**src/rtl/reg_display_reader.sv**
```systemverilog
// Reads one register through the bank's read port and converts it to four
// 7-segment digit codes using a one-shift-per-clock double-dabble.
module reg_display_reader #(
    parameter bit         SIGNED     = 1'b0,
    parameter logic [6:0] BLANK_CODE = 7'd126,
    parameter logic [6:0] DASH_CODE  = 7'd127
) (
    input  logic        clock,
    input  logic        reset_n,
    input  logic        start,
    input  logic [4:0]  RegSelect,
    input  logic [31:0] ReadData,
    output logic [4:0]  ReadRegister,
    output logic        busy,
    output logic        done,
    output logic [6:0]  Digit3,
    output logic [6:0]  Digit2,
    output logic [6:0]  Digit1,
    output logic [6:0]  Digit0
);

    typedef enum logic [2:0] {IDLE, ADDR, CAPTURE, CHECK, CONVERT, BLANK, DONE} state_t;

    state_t      state;
    logic [31:0] val_q;
    logic [13:0] bin;
    logic [15:0] bcd;
    logic [3:0]  iter;
    logic        neg;

    logic        is_neg;
    logic [31:0] mag;
    logic        ovf;
    logic [15:0] bcd_adj;
    logic        z3, z2, z1;

    assign is_neg = SIGNED && val_q[31];
    assign mag    = is_neg ? (~val_q + 32'd1) : val_q;
    // The most negative value negates to itself, so it is caught explicitly.
    assign ovf    = SIGNED ? ((mag > 32'd999) || (val_q == 32'h8000_0000))
                           : (mag > 32'd9999);

    always_comb begin
        bcd_adj = bcd;
        for (int i = 0; i < 4; i++) begin
            if (bcd[i*4 +: 4] >= 4'd5)
                bcd_adj[i*4 +: 4] = bcd[i*4 +: 4] + 4'd3;
        end
    end

    assign z3 = (bcd[15:12] == 4'd0);
    assign z2 = (bcd[11:8]  == 4'd0);
    assign z1 = (bcd[7:4]   == 4'd0);

    always_ff @(posedge clock) begin
        if (!reset_n) begin
            state        <= IDLE;
            ReadRegister <= 5'd0;
            busy         <= 1'b0;
            done         <= 1'b0;
            Digit3       <= BLANK_CODE;
            Digit2       <= BLANK_CODE;
            Digit1       <= BLANK_CODE;
            Digit0       <= BLANK_CODE;
            val_q        <= 32'd0;
            bin          <= 14'd0;
            bcd          <= 16'd0;
            iter         <= 4'd0;
            neg          <= 1'b0;
        end else begin
            case (state)
                IDLE: begin
                    if (start) begin
                        ReadRegister <= RegSelect;
                        busy         <= 1'b1;
                        state        <= ADDR;
                    end
                end
                ADDR:    state <= CAPTURE;
                CAPTURE: begin
                    val_q <= ReadData;
                    state <= CHECK;
                end
                CHECK: begin
                    neg <= is_neg;
                    if (ovf) begin
                        Digit3 <= DASH_CODE;
                        Digit2 <= DASH_CODE;
                        Digit1 <= DASH_CODE;
                        Digit0 <= DASH_CODE;
                        done   <= 1'b1;
                        state  <= DONE;
                    end else begin
                        bin   <= mag[13:0];
                        bcd   <= 16'd0;
                        iter  <= 4'd0;
                        state <= CONVERT;
                    end
                end
                CONVERT: begin
                    {bcd, bin} <= {bcd_adj, bin} << 1;
                    iter       <= iter + 4'd1;
                    if (iter == 4'd13)
                        state <= BLANK;
                end
                BLANK: begin
                    // Negative values are at most 999, so Digit3 is free for the dash.
                    Digit3 <= neg ? DASH_CODE : (z3 ? BLANK_CODE : {3'd0, bcd[15:12]});
                    Digit2 <= (z3 && z2)       ? BLANK_CODE : {3'd0, bcd[11:8]};
                    Digit1 <= (z3 && z2 && z1) ? BLANK_CODE : {3'd0, bcd[7:4]};
                    Digit0 <= {3'd0, bcd[3:0]};
                    done   <= 1'b1;
                    state  <= DONE;
                end
                DONE: begin
                    done  <= 1'b0;
                    busy  <= 1'b0;
                    state <= IDLE;
                end
                default: state <= IDLE;
            endcase
        end
    end

endmodule
```
**config.mk**
```make
export PLATFORM = sky130hd
export DESIGN_NAME = reg_display_reader
export DESIGN_NICKNAME = d
export VERILOG_FILES = /design/src/rtl/reg_display_reader.sv
export SDC_FILE = /design/constraint.sdc
export NUM_CORES = 1
export LEC_CHECK = 0
export CAP_MARGIN = 10
export CORE_AREA = 2 2 112 114
export CTS_CLUSTER_DIAMETER = 120
export DETAILED_ROUTE_END_ITERATION = 12
export DIE_AREA = 0 0 114 116
export PLACE_DENSITY = 0.58
export SKIP_CTS_REPAIR_TIMING = 1
export SLEW_MARGIN = 10
export SYNTH_ARGS = -nofsm -noshare
export SYNTH_HDL_FRONTEND = slang
export SYNTH_SLANG_ARGS = --single-unit
```
**constraint.sdc**
```tcl
create_clock -name clock -period 2.75 [get_ports clock]
set_clock_uncertainty 0.2 [all_clocks]
set_input_delay 0.825 -clock clock [delete_from_list [all_inputs] [get_ports clock]]
set_output_delay 0.825 -clock clock [all_outputs]
set_load 0.01 [all_outputs]
```
==> run_results.csv <==
group,metric,value,unit
floorplan,fp.dieH,116,um
yosys,synth_nets,499,
setup_path,crit_family,"simple AND/OR/NAND/NOR gates",
yosys,synth-seq-cells,96,
setup_path,criticalPathCategory,"flop to flop",
setup_path,arrival,2.71,ns
final_layout,fin_nets,562,
yosys,ys_warn_count,0,
clock_tree,cts_tree,"yes",
yosys,syn_avg_cell_area,9.19,um2
timing,rsz0062_at_grt,"false",
setup_path,critPathLaunchType,"flop",
job,max_cap_violations,0,
route,vias_per_cell,5.03,
global_routing,grt_max_degree,38,
route,first_pass_iters,4,
timing,fin_crit,2.68,ns
setup_path,crit_path_end_kind,"flop",
route,finalWirelength,9050,um
route,wire_per_inst,13.7,um
timing,final_max_slew_viol_count,0,
route,ant_nets,0,
hold_path,hp-class,"flop to flop",
timing,relSlewSlack,28.9,%
floorplan,start_util,34.5,%
global_routing,grt.total_usage,14.2,%
global_routing,antenna_found_initial,0,
yosys,synth_edf_count,0,
route,num_vias,3331,
placed_design,hpwl,6430,um
timing,post-route-period-util,97.6,%
floorplan,io_pins,75,
final_layout,area_delta_synth_final,27.7,%
global_routing,gr-total-overflow,0,
floorplan,coreArea,11900,um2
placed_design,gp_congestion,0.760,
yosys,netlist_area,4110,um2
setup_path,required,2.78,ns
global_routing,grt_pass1_vias,3232,
floorplan,rows,40,
clock_tree,cts.path.max_buffers,2,
timing,final.setup.tns,0,ns
clock_tree,ctsHtreeMaxLevel,3,
final_layout,num_antenna_cells,0,
setup_path,cp_max_fo,4,
final_layout,drive_gt1_share,7.57,%
final_layout,multi_input_area,1990,um2
clock_tree,cts_made_buffers,9,
outcome,status,"finished, final reports clean",
placed_design,numPortBuffers,74,
route,drt_first_iter_violations,115,
setup_path,worst-path-buf-inv,1,
global_routing,grt_pass1_wl,15000,um
floorplan,die_w,114,um
clock_tree,path_clk_slew,0.06,ns
power_and_ir_drop,p_leak,1.88,nW
timing,whs,0.263,ns
timing,setup_viol,0,
timing,finalHoldViolations,0,
yosys,ys_async_sr_fraction,0,%
route,drc,0,
setup_path,slowest_delay,0.55,ns
clock_tree,insertion_delay,0.34,ns
yosys,synth_flop_cell,"dfxtp_1",
yosys,yosysSeqAreaShare,46.8,%
setup_path,crit_slowest_cell,"or4b_4",
timing,fmax,373,MHz
power_and_ir_drop,vdd_drop_max,0.266,mV
power_and_ir_drop,p_per_area,561,nW/um2
floorplan,die_area,13200,um2
yosys,synth.distinct_cells,49,
clock_tree,clockRootBuffer,"clkbuf_16",
clock_tree,cts_sinks,96,
final_layout,seq_area,1920,um2
setup_path,crit_top_cell,"or4b_4",
yosys,synthCells,447,
final_layout,filler_cell_count,1184,
timing,tightest_slew,1.07,ns
setup_path,crit_path_cell_trace,"inv_1 > ha_1 > or3b_4 > or4b_4 > or4b_4 > a21oi_1 > nor3b_1",
==> state kept, by name, summed over array words and instances (netlist names) <==
register / cells
mag: 32
Digit1: 5
Digit2: 5
bin: 14
state: 3
Digit0: 5
done: 1
busy: 1
bcd: 16
iter: 4
Digit3: 5
ReadRegister: 5
==> per-stage QoR <==
stage	area, um2	power [mW]	util, %	std cells	setup slack, ns
global route	5240	3.06	44.0	662	0.0124
detailed placement	4960	1.78	41.6	646	0.0814
global placement	4960	1.78	41.6	646	0.141
finish	5240	2.94	44.0	662	0.0659
CTS	5240	2.98	44.0	662	0.0760
floorplan	4110	1.65	-	447	0.198
==> cells in the final DEF, fill, tap and decap left out, drive strengths merged, types with 9 or more instances in the layout <==
| cell | count |
|---|---|
| dfxtp | 96 |
| nand2 | 87 |
| clkdlybuf4s50 | 73 |
| a21boi | 36 |
| o21ai | 22 |
| a21oi | 19 |
| mux2i | 16 |
| clkbuf | 14 |
| buf | 13 |
| ha | 12 |
| o22a | 11 |
| inv | 10 |
| nor3 | 10 |
| o32ai | 9 |
==> worst paths after layout <==
path / start / end / slack (ns) / cells after the start
max: bcd[13] / Digit1[0] / 0.07 / 7
min: Digit2[2] / Digit2[2] / 0.26 / 1
max reg2reg: bcd[13] / Digit1[0] / 0.07 / 7
min reg2reg: Digit2[2] / Digit2[2] / 0.26 / 1
==> cell usage after synthesis, drive strengths merged (2+ instances only) <==
cell,n,area (um2)
nand3b,2,15.0
nand2b,5,31.3
nor4,4,25.0
a211oi,2,15.0
or4b,2,27.5
dfxtp,96,1920
nor2b,6,37.5
mux2i,16,160
a32o,4,40.0
xnor2,4,35.0
a21boi,36,270
inv,10,37.5
nor3,10,50.1
and3,3,18.8
nor3b,4,30.0
nor2,6,22.5
nand3,4,20.0
a21o,3,22.5
a22o,4,36.3
o21ai,22,110
ha,12,150
nand2,87,334
a21oi,19,95.1
and4,2,17.5
buf,13,86.3
o32ai,9,78.8
o31ai,2,15.0
o211ai,2,15.0
o21a,4,30.0
clkbuf,21,78.8
xor2,2,17.5
and2,3,18.8
or4,2,15.0
nand4,4,25.0
a31oi,4,40.0
o22a,11,101
==> layout make-up <==
cell class | instances | area share (%)
clock buffer | 14 | 5.23
inverter | 10 | 0.716
tap | 147 | 3.51
multi-input combinational | 307 | 37.9
clock inverter | 2 | 0.239
sequential | 96 | 36.7
timing repair buffer | 86 | 15.8
==> cells by family (layout without fill, tap and decap cells) <==
family	count (synthesis)	in the layout	synth area share, %
flip-flops	96	96	46.8
multiplexers	16	16	3.90
XOR/XNOR	6	6	1.28
AO/OA/AOI/OAI	126	126	22.1
buffers and inverters	44	112	4.94
AND/OR/NAND/NOR	147	147	17.4
adder cells (fa/ha/maj)	12	12	3.66
==> per-layer routing <==
layer / part of all wire [%] / GRT usage, %
met3: 4.4 / 3.56
met2: 47 / 24.2
met1: 47 / 17.2
met5: 0 / 0
met4: 1.2 / 5.93
==> power by group <==
part           switching [mW]  internal [mW]
Sequential             0.0325           1.43
Clock                   0.506          0.686
Combinational           0.138          0.143
Total                   0.677           2.26
(Power assumes the default switching activity.)
